===== config.mk =====
export PLATFORM = sky130hd
export DESIGN_NAME = instr_prefetch_flat
export DESIGN_NICKNAME = d
export VERILOG_FILES = /design/src/rtl/instr_prefetch_pkg.sv /design/src/rtl/instr_prefetch_if.sv /design/src/rtl/instr_prefetch_fifo.sv /design/src/rtl/instr_prefetch.sv /design/src/flat_wrapper.sv
export SDC_FILE = /design/constraint.sdc
export NUM_CORES = 1
export LEC_CHECK = 0
export CORE_ASPECT_RATIO = 1.25
export CORE_MARGIN = 2
export CORE_UTILIZATION = 55
export CTS_BUF_LIST = sky130_fd_sc_hd__clkbuf_8
export CTS_CLUSTER_DIAMETER = 200
export CTS_CLUSTER_SIZE = 25
export DETAILED_ROUTE_END_ITERATION = 16
export PLACE_DENSITY_LB_ADDON = 0.2
export SKIP_CTS_REPAIR_TIMING = 1
export SYNTH_ARGS = -nofsm -noshare
export SYNTH_HDL_FRONTEND = slang
export SYNTH_SLANG_ARGS = --single-unit

===== constraint.sdc =====
create_clock -name CLK -period 6.3 [get_ports CLK]
set_input_delay 0.63 -clock CLK [delete_from_list [all_inputs] [get_ports CLK]]
set_output_delay 0.63 -clock CLK [all_outputs]
set_load 0.01 [all_outputs]

===== src/rtl/instr_prefetch_pkg.sv =====
// Shared types and defaults for the instruction prefetcher.
// Used by the prefetch control, its queue and its bus interface.
package instr_prefetch_pkg;

  localparam int PC_W_DEF  = 8;
  localparam int IW_DEF    = 9;
  localparam int DEPTH_DEF = 4;

  typedef enum logic {
    RUN  = 1'b0,
    HALT = 1'b1
  } pf_state_e;

  function automatic int cnt_w(input int depth);
    return $clog2(depth) + 1;
  endfunction

endpackage


===== src/rtl/instr_prefetch_if.sv =====
// Bus bundle of the prefetcher: ROM read port,
// instruction handshake and branch/halt controls.
interface instr_prefetch_if
  import instr_prefetch_pkg::*;
#(
  parameter int PC_W = PC_W_DEF,
  parameter int IW   = IW_DEF
) ();

  logic [PC_W-1:0] rom_addr_o;
  logic            rom_rd_o;
  logic [IW-1:0]   rom_data_i;
  logic            instr_valid_o;
  logic [IW-1:0]   instr_o;
  logic [PC_W-1:0] instr_pc_o;
  logic            instr_ready_i;
  logic            branch_i;
  logic [PC_W-1:0] branch_target_i;
  logic            halt_i;
  logic            halted_o;

  modport master (
    output rom_addr_o,
    output rom_rd_o,
    input  rom_data_i,
    output instr_valid_o,
    output instr_o,
    output instr_pc_o,
    input  instr_ready_i,
    input  branch_i,
    input  branch_target_i,
    input  halt_i,
    output halted_o
  );

  modport slave (
    input  rom_addr_o,
    input  rom_rd_o,
    output rom_data_i,
    input  instr_valid_o,
    input  instr_o,
    input  instr_pc_o,
    output instr_ready_i,
    output branch_i,
    output branch_target_i,
    output halt_i,
    input  halted_o
  );

endinterface


===== src/rtl/instr_prefetch_fifo.sv =====
// Instruction queue: DEPTH entries of {pc, instr}
// with push/pop, flush and an occupancy count.
module instr_fifo
  import instr_prefetch_pkg::*;
#(
  parameter int DEPTH = DEPTH_DEF,
  parameter int W     = PC_W_DEF + IW_DEF,
  localparam int AW   = $clog2(DEPTH),
  localparam int CW   = cnt_w(DEPTH)
) (
  input  logic          clk_i,
  input  logic          rst_i,
  input  logic          flush_i,
  input  logic          push_i,
  input  logic [W-1:0]  data_i,
  input  logic          pop_i,
  output logic [W-1:0]  data_o,
  output logic [CW-1:0] count_o
);

  logic [W-1:0]  mem_q [DEPTH];
  logic [AW-1:0] wr_ptr_q, wr_ptr_d;
  logic [AW-1:0] rd_ptr_q, rd_ptr_d;
  logic [CW-1:0] count_q, count_d;

  always_comb begin
    wr_ptr_d = wr_ptr_q;
    rd_ptr_d = rd_ptr_q;
    count_d  = count_q;
    if (flush_i) begin
      wr_ptr_d = '0;
      rd_ptr_d = '0;
      count_d  = '0;
    end else begin
      if (push_i) wr_ptr_d = wr_ptr_q + AW'(1);
      if (pop_i)  rd_ptr_d = rd_ptr_q + AW'(1);
      count_d = count_q + CW'(push_i) - CW'(pop_i);
    end
  end

  always_ff @(posedge clk_i) begin
    if (rst_i) begin
      wr_ptr_q <= '0;
      rd_ptr_q <= '0;
      count_q  <= '0;
    end else begin
      wr_ptr_q <= wr_ptr_d;
      rd_ptr_q <= rd_ptr_d;
      count_q  <= count_d;
    end
  end

  always_ff @(posedge clk_i) begin
    if (push_i && !flush_i && !rst_i)
      mem_q[wr_ptr_q] <= data_i;
  end

  assign data_o  = mem_q[rd_ptr_q];
  assign count_o = count_q;

endmodule


===== src/rtl/instr_prefetch.sv =====
// Instruction prefetcher: credit-based ROM fetch into a
// small queue, with branch flush/redirect and halt.
module instr_prefetch
  import instr_prefetch_pkg::*;
#(
  parameter int DEPTH = DEPTH_DEF,
  parameter int PC_W  = PC_W_DEF,
  parameter int IW    = IW_DEF
) (
  input logic               CLK,
  input logic               start,
  instr_prefetch_if.master  bus
);

  localparam int CW = cnt_w(DEPTH);
  localparam int EW = PC_W + IW;

  pf_state_e       state_q, state_d;
  logic [PC_W-1:0] pc_q, pc_d;
  logic [PC_W-1:0] pend_pc_q, pend_pc_d;
  logic            pend_q, pend_d;

  logic            issue;
  logic            push;
  logic            pop;
  logic            flush;
  logic            credit_ok;
  logic            valid;
  logic [CW-1:0]   count;
  logic [EW-1:0]   head;

  // In-flight read holds a slot so a return never hits a full queue
  assign credit_ok =
    (count + CW'(pend_q)) < CW'(DEPTH);

  always_comb begin
    state_d   = state_q;
    pc_d      = pc_q;
    pend_pc_d = pend_pc_q;
    pend_d    = 1'b0;
    issue     = 1'b0;
    push      = 1'b0;
    pop       = 1'b0;
    flush     = 1'b0;
    valid     = 1'b0;
    if (!start) begin
      unique case (state_q)
        RUN: begin
          valid = (count != '0);
          issue = !bus.branch_i && credit_ok;
          push  = pend_q && !bus.branch_i;
          pop   = valid && bus.instr_ready_i
                  && !bus.branch_i;
          if (bus.halt_i) begin
            state_d = HALT;
          end else if (bus.branch_i) begin
            flush = 1'b1;
            pc_d  = bus.branch_target_i;
          end
          if (issue) begin
            pc_d      = pc_q + PC_W'(1);
            pend_pc_d = pc_q;
          end
          pend_d = issue;
        end
        HALT: begin
          state_d = HALT;
        end
      endcase
    end
  end

  always_ff @(posedge CLK) begin
    if (start) begin
      state_q   <= RUN;
      pc_q      <= '0;
      pend_pc_q <= '0;
      pend_q    <= 1'b0;
    end else begin
      state_q   <= state_d;
      pc_q      <= pc_d;
      pend_pc_q <= pend_pc_d;
      pend_q    <= pend_d;
    end
  end

  instr_fifo #(
    .DEPTH (DEPTH),
    .W     (EW)
  ) u_fifo (
    .clk_i   (CLK),
    .rst_i   (start),
    .flush_i (flush),
    .push_i  (push),
    .data_i  ({pend_pc_q, bus.rom_data_i}),
    .pop_i   (pop),
    .data_o  (head),
    .count_o (count)
  );

  assign bus.rom_rd_o      = issue;
  assign bus.rom_addr_o    = pc_q;
  assign bus.instr_valid_o = valid;
  assign bus.instr_pc_o    = head[EW-1 -: PC_W];
  assign bus.instr_o       = head[IW-1:0];
  assign bus.halted_o      = !start && (state_q == HALT);

endmodule


===== src/flat_wrapper.sv =====
// flat-port wrapper written by rule: the top's interface ports become plain ports
module instr_prefetch_flat import instr_prefetch_pkg::*;
#(
  parameter int DEPTH = DEPTH_DEF,
  parameter int PC_W  = PC_W_DEF,
  parameter int IW    = IW_DEF
)
  (CLK, start, bus_rom_addr_o, bus_rom_rd_o, bus_rom_data_i, bus_instr_valid_o, bus_instr_o, bus_instr_pc_o, bus_instr_ready_i, bus_branch_i, bus_branch_target_i, bus_halt_i, bus_halted_o);
  instr_prefetch_if #(.PC_W(PC_W), .IW(IW)) bus_i ();
  input logic CLK;
  input logic start;
  output wire logic [$bits(bus_i.rom_addr_o)-1:0] bus_rom_addr_o;
  output wire logic [$bits(bus_i.rom_rd_o)-1:0] bus_rom_rd_o;
  input wire logic [$bits(bus_i.rom_data_i)-1:0] bus_rom_data_i;
  output wire logic [$bits(bus_i.instr_valid_o)-1:0] bus_instr_valid_o;
  output wire logic [$bits(bus_i.instr_o)-1:0] bus_instr_o;
  output wire logic [$bits(bus_i.instr_pc_o)-1:0] bus_instr_pc_o;
  input wire logic [$bits(bus_i.instr_ready_i)-1:0] bus_instr_ready_i;
  input wire logic [$bits(bus_i.branch_i)-1:0] bus_branch_i;
  input wire logic [$bits(bus_i.branch_target_i)-1:0] bus_branch_target_i;
  input wire logic [$bits(bus_i.halt_i)-1:0] bus_halt_i;
  output wire logic [$bits(bus_i.halted_o)-1:0] bus_halted_o;
  assign bus_rom_addr_o = bus_i.rom_addr_o;
  assign bus_rom_rd_o = bus_i.rom_rd_o;
  assign bus_i.rom_data_i = bus_rom_data_i;
  assign bus_instr_valid_o = bus_i.instr_valid_o;
  assign bus_instr_o = bus_i.instr_o;
  assign bus_instr_pc_o = bus_i.instr_pc_o;
  assign bus_i.instr_ready_i = bus_instr_ready_i;
  assign bus_i.branch_i = bus_branch_i;
  assign bus_i.branch_target_i = bus_branch_target_i;
  assign bus_i.halt_i = bus_halt_i;
  assign bus_halted_o = bus_i.halted_o;
  instr_prefetch #(.DEPTH(DEPTH), .PC_W(PC_W), .IW(IW)) u_core (.CLK(CLK), .start(start), .bus(bus_i));
endmodule

Word-level counts from Yosys, hierarchy flattened --
Memory sizes are Yosys's and may differ from the RTL's. A register that Yosys moved wholly into a read port is not among the register bits. Cells that the tools add are included. W data, S select, Z words.
Operators by class: add/sub/neg operators 6, $lt $le $gt $ge 1, eq/ne operators 1, multiplexer cells 21, bitwise logic cells 1, reduce and logical (&&, ||, !) cells 15
Operator list (number):
- $mux W8 | 3
- $mux W1 | 15
- $add A8 B1 Y8 const B | 1
- $logic_and A1 B1 Y1 | 7
- $add A3 B1 Y3 | 2
- $add A2 B1 Y2 const B | 2
- $mux W2 | 2
- $logic_not A1 Y1 | 3
- $lt A3 B3 Y1 const B | 1
- $reduce_and A3 Y1 | 1
- $reduce_bool A3 Y1 | 1
- $sub A3 B1 Y3 | 1
- $ne A2 B1 Y1 const B | 1
- $pmux W1 S2 | 1
- $reduce_and A2 Y1 | 1
- $reduce_bool A2 Y1 | 1
- $reduce_or A2 Y1 | 1
- $not A1 Y1 | 1
Word-level totals: register bits after elaboration 25, bits in writable memories 68, output and inout port bits 28, logic and storage cells 53, memories kept 1
Memory list:
- u_core.u_fifo.mem_q | words 4, bits a word 17, read ports 1, clocked after Yosys merged registers in 1, wr ports 1, RTL line instr_prefetch_fifo.sv:21 | logic [W-1:0] mem_q [DEPTH];

Depth between registers and ports, before layout --
depth in word-level cells 9, gate-level depth with buffers 11, mapped depth without buffers 10

Cells and area by module --
Synthesis repeated with hierarchy kept, for this count alone.
Second synthesis, totals: cells, all modules 241, area total of the unflattened synthesis 3911.3 um^2
By module, submodules not included:
- instr_fifo | times used 1, cells an instance 132, area each 2934.1 um^2, seq. area each 2222.1 um^2
- instr_prefetch | times used 1, cells an instance 109, area each 977.2 um^2, seq. area each 360.3 um^2

Worst setup path after synthesis --
Ideal clock, no wire load.
path type input to register, start input port bus_branch_i, end register u_core.u_fifo.count_q[2], in the netlist u_core.u_fifo.count_o[2], library setup time 0.124 ns, arrival 2.507 ns, data required time 6.176 ns, slack 3.669 ns, cell stages on the path 11, path buffers 1, path through clkbuf_1 > nor4b_4 > inv_1 > ha_1 > inv_1 > ha_1 > inv_1 > fa_1 > xor2_1 > xnor2_1 > nor2_1
Between the ends: cells in the longest elaborated chain, start to end 6, elaborated cells on any way between the ends 14, those cells by class 2 x add/sub; 8 x mux; 4 x reduce/logical
RTL lines:
- start, declared | RTL line flat_wrapper.sv:19 | input wire logic [$bits(bus_i.branch_i)-1:0] bus_branch_i;
- $logic_not A1 Y1 | RTL line instr_prefetch.sv:51, instr_prefetch.sv:53
- $logic_and A1 B1 Y1 | RTL line instr_prefetch.sv:51 | push = pend_q && !bus.branch_i;
- $mux W1 | RTL line instr_prefetch.sv:47 | unique case (state_q)
- $mux W1 | RTL line instr_prefetch.sv:46 | if (!start) begin
- $add A3 B1 Y3 | RTL line instr_prefetch_fifo.sv:37 | count_d = count_q + CW'(push_i) - CW'(pop_i);
- $sub A3 B1 Y3 | RTL line instr_prefetch_fifo.sv:37
- end signal, assigned | RTL line instr_prefetch_fifo.sv:49 | count_q <= count_d;
- end, declared | RTL line instr_prefetch_fifo.sv:24 | logic [CW-1:0] count_q, count_d;
Parallel ways exist; a longest one is shown, timed or not. A chain may end at the register's enable or synchronous reset.

Worst setup path after layout --
start input port start, end register u_core.u_fifo.count_q[2], in the netlist u_core.u_fifo.count_o[2]
Between the ends: cells in the longest elaborated chain, start to end 3, elaborated cells on any way between the ends 6, those cells by class 2 x add/sub; 3 x mux; 1 x reduce/logical
RTL lines:
- start, declared | RTL line flat_wrapper.sv:11 | input logic start;
- $mux W1 | RTL line instr_prefetch.sv:46
- $add A3 B1 Y3 | RTL line instr_prefetch_fifo.sv:37
- $sub A3 B1 Y3 | RTL line instr_prefetch_fifo.sv:37
Parallel ways exist; a longest one is shown, timed or not.

==> results.yml <==
synth:
  synthesis.area_um2: 3820
  synth_area_leader_cell: "edfxtp_1"
  synth_area_per_cell_um2: 16.1
  synth_seq_area_share_pct: 67.6
  ys_types: 35
  syn_inst: 238
  synth_top_family_by_area: "multiplexers"
  synth_compound_area_share_pct: 4.62
  synthXorXnorAreaFrac_pct: 1.15
  yosys.area.top_type_share_pct: 53.4
  synth_area_leaders: "edfxtp_1, dfxtp_1, mux4_2, mux2i_1, nor2_1"
  synth_simple_gate_area_share_pct: 7.07
  synth_fa_ha_area_share_pct: 2.82
  muxShareOfSynthArea_pct: 13.7
  ys_ff_latch: 95
  yosys_warnings: 0
  syn_nets: 268
routing:
  vias_per_cell: 5.46
  postRouteAntennaNets: 0
  drtPass1Iterations: 4
  drt-met1-wl_um: 2540
  drt-total-wl_um: 5960
  drtIter0Drc: 127
  vias: 2073
  top_layer: "met4"
  routed-wl-met3_um: 199
  drc: 0
  route.met2.wl_um: 3090
  post_drt_wl_per_cell_um: 15.7
worst_setup_path:
  crit_arrival_ns: 3.53
  slowest_delay_ns: 0.89
  required_ns: 6.54
  path_cells: "clkdlybuf4s50_1 > nor4b_4 > inv_1 > ha_1 > inv_1 > ha_1 > inv_1 > fa_1 > xor2_1 > xnor2_1 > nor2_1"
  r2r_slack_ns: 3.98
  crit_slowest_cell: "clkdlybuf4s50_1"
  worst_r2r_endpoint: "u_core.u_fifo.count_o[2]"
  cpMostUsedCell: "inv_1"
  reg2reg_from: "u_core.state_q"
  criticalPathCategory: "input pin to flip-flop"
  critical_path_peak_fanout: 24
  cp-start-kind: "input pin"
  end_kind: "flip-flop"
  r2r_cells: 10
floorplanning:
  io_pins: 50
  dieArea_um2: 7630
  coreArea_um2: 6650
  start_util_pct: 57.5
  num_rows: 33
  dieWidth_um: 78.6
  fp.dieH_um: 97.2
clock_tree:
  clock-sinks: 95
  htreeDepth: 3
  numCtsBuffers: 9
  clock_tree.buffer_depth: 2
  worstSkewPairLatency_ns: 0.35
  path_clk_slew_ns: 0.09
  root_buffer: "clkbuf_8"
  cts_tree: "yes"
layout:
  area_delta_synth_final_pct: 19.0
  layout_common_cells: "edfxtp_1, clkdlybuf4s50_1, dfxtp_1"
  final_nets: 318
  layout-drive-gt1-share_pct: 11.3
  fillers: 492
  antennaDiodeCount: 0
  final_common_cell: "edfxtp_1"
timing:
  rsz0062_at_grt: "false"
  fin_crit_sh_pct: 52.3
  slew_violations: 0
  fin_setup_tns_ns: 0
  hold_viol: 0
  finalCriticalPeriod_ns: 3.30
  finalSetupViolations: 0
  worstMarginPinSlew_ns: 0.928
  timing.fmax_mhz: 303
  skew_ns: 0.00600
  slew_headroom_pct: 37.9
placed_design:
  hpwl_um: 3760
  routabilityCongestion: 0.770
  port_buffers: 49
hold_path:
  hold_path_class: "flip-flop to flip-flop"
  hold_path_depth: 0
  hp-start: "u_core.pend_pc_q[3]"
  whs_endpoint: "u_core.u_fifo.mem_q[2][12]"
power_and_ir_drop:
  p_total_mw: 1.13
  p_leak_nw: 1.52
  p_per_area_nw_per_um2: 247
  peakVddDrop_uv: 128
global_routing:
  grt_antenna_before_repair: 0
  grt.total_usage_pct: 17.0
  grt_pass1_wl_um: 9850
  grt_max_degree: 25
  overflow: 0
  grt_pass1_vias: 2092
outcome:
  outcome: "completed"
flow_run:
  maxCapViolations: 0
## worst max-delay path, delay by kind of cell
kind / cells / cell delay (ns)
simple gates: 2 / 0.68
buf+inv: 4 / 1.09
xor+xnor: 2 / 0.32
fa+ha+maj: 3 / 0.81
## worst max path at each step
stage / startpoint / end / slack, ns / cells after the start
2_1_floorplan: bus_branch_i / u_core.u_fifo.count_o[2] / 3.67 / 11
3_3_place_gp: start / u_core.u_fifo.count_o[2] / 2.73 / 11
3_5_place_dp: start / u_core.u_fifo.count_o[2] / 2.66 / 11
4_1_cts: start / u_core.u_fifo.count_o[2] / 3.05 / 11
5_1_grt: start / u_core.u_fifo.count_o[2] / 2.80 / 11
6_report: start / u_core.u_fifo.count_o[2] / 3.00 / 11
## cells in the mapped netlist (all sizes together)
| library cell | count |
|---|---|
| inv | 13 |
| nand2b | 1 |
| o32ai | 6 |
| nand3 | 3 |
| dfxtp | 27 |
| nand2 | 4 |
| nand4 | 3 |
| mux4 | 17 |
| nor2b | 3 |
| xor2 | 2 |
| a22oi | 3 |
| mux2i | 14 |
| nor4b | 1 |
| nor2 | 25 |
| buf | 6 |
| ha | 7 |
| and2 | 4 |
| a2bb2oi | 4 |
| xnor2 | 3 |
| a31oi | 1 |
| nand4b | 1 |
| a21o | 2 |
| a21oi | 3 |
| nor3 | 6 |
| edfxtp | 68 |
| a31o | 2 |
| and3b | 1 |
| fa | 1 |
| or3 | 1 |
| clkbuf | 5 |
| a211o | 1 |
## kinds of logic (layout without fill, tap and decap cells)
kind of cell | after synthesis | in the layout
compound gates | 22 | 22
flops | 95 | 95
buf+inv | 24 | 79
fa+ha+maj | 8 | 8
xor+xnor | 5 | 5
mux | 31 | 31
simple gates | 53 | 53
## registers in the layout (all words and copies together), names as in the netlist, named ones only
name and flops:
u_core.bus.rom_addr_o 8, u_core.pend_pc_q 8, u_core.pend_q 1, u_core.state_q 1
u_core.u_fifo.count_o 3, u_core.u_fifo.mem_q 68, u_core.u_fifo.rd_ptr_q 2, u_core.u_fifo.wr_ptr_q 2
## where the power goes
part	total (mW)	internal, mW	leakage [nW]	switching, mW
logic	0.0646	0.0359	0.618	0.0287
registers	0.684	0.674	0.815	0.00967
clock network	0.377	0.180	0.0917	0.197
total	1.13	0.890	1.52	0.236
## layout make-up
| cell class | instances | area [um2] | share of cell area (%) |
|---|---|---|---|
| Multi-Input combinational cell | 119 | 1120 | 24.6 |
| Sequential cell | 95 | 2580 | 56.8 |
| Inverter | 13 | 48.8 | 1.07 |
| Clock buffer | 9 | 124 | 2.72 |
| Timing Repair Buffer | 50 | 498 | 10.9 |
| Clock inverter | 7 | 65.1 | 1.43 |
| Tap cell | 87 | 109 | 2.39 |
## through the flow
step	utilization (%)	instance area, um2	worst slack [ns]	hold slack (ns)	instances
finish	68.4	4550	3.00	0.510	380
floorplan	-	3820	3.67	0.460	238
global route	68.4	4550	2.80	0.534	380
CTS	68.4	4550	3.05	0.518	380
detailed placement	65.6	4360	2.66	0.496	364
global placement	65.6	4360	2.73	0.483	364
## routing by layer
metal,track usage (%),vias up
li1,-,1011
met1,20.8,1009
met5,0,-
met2,28.5,44
met4,9.04,0
met3,3.07,9
Note: power is estimated with default switching activity, not from simulation.
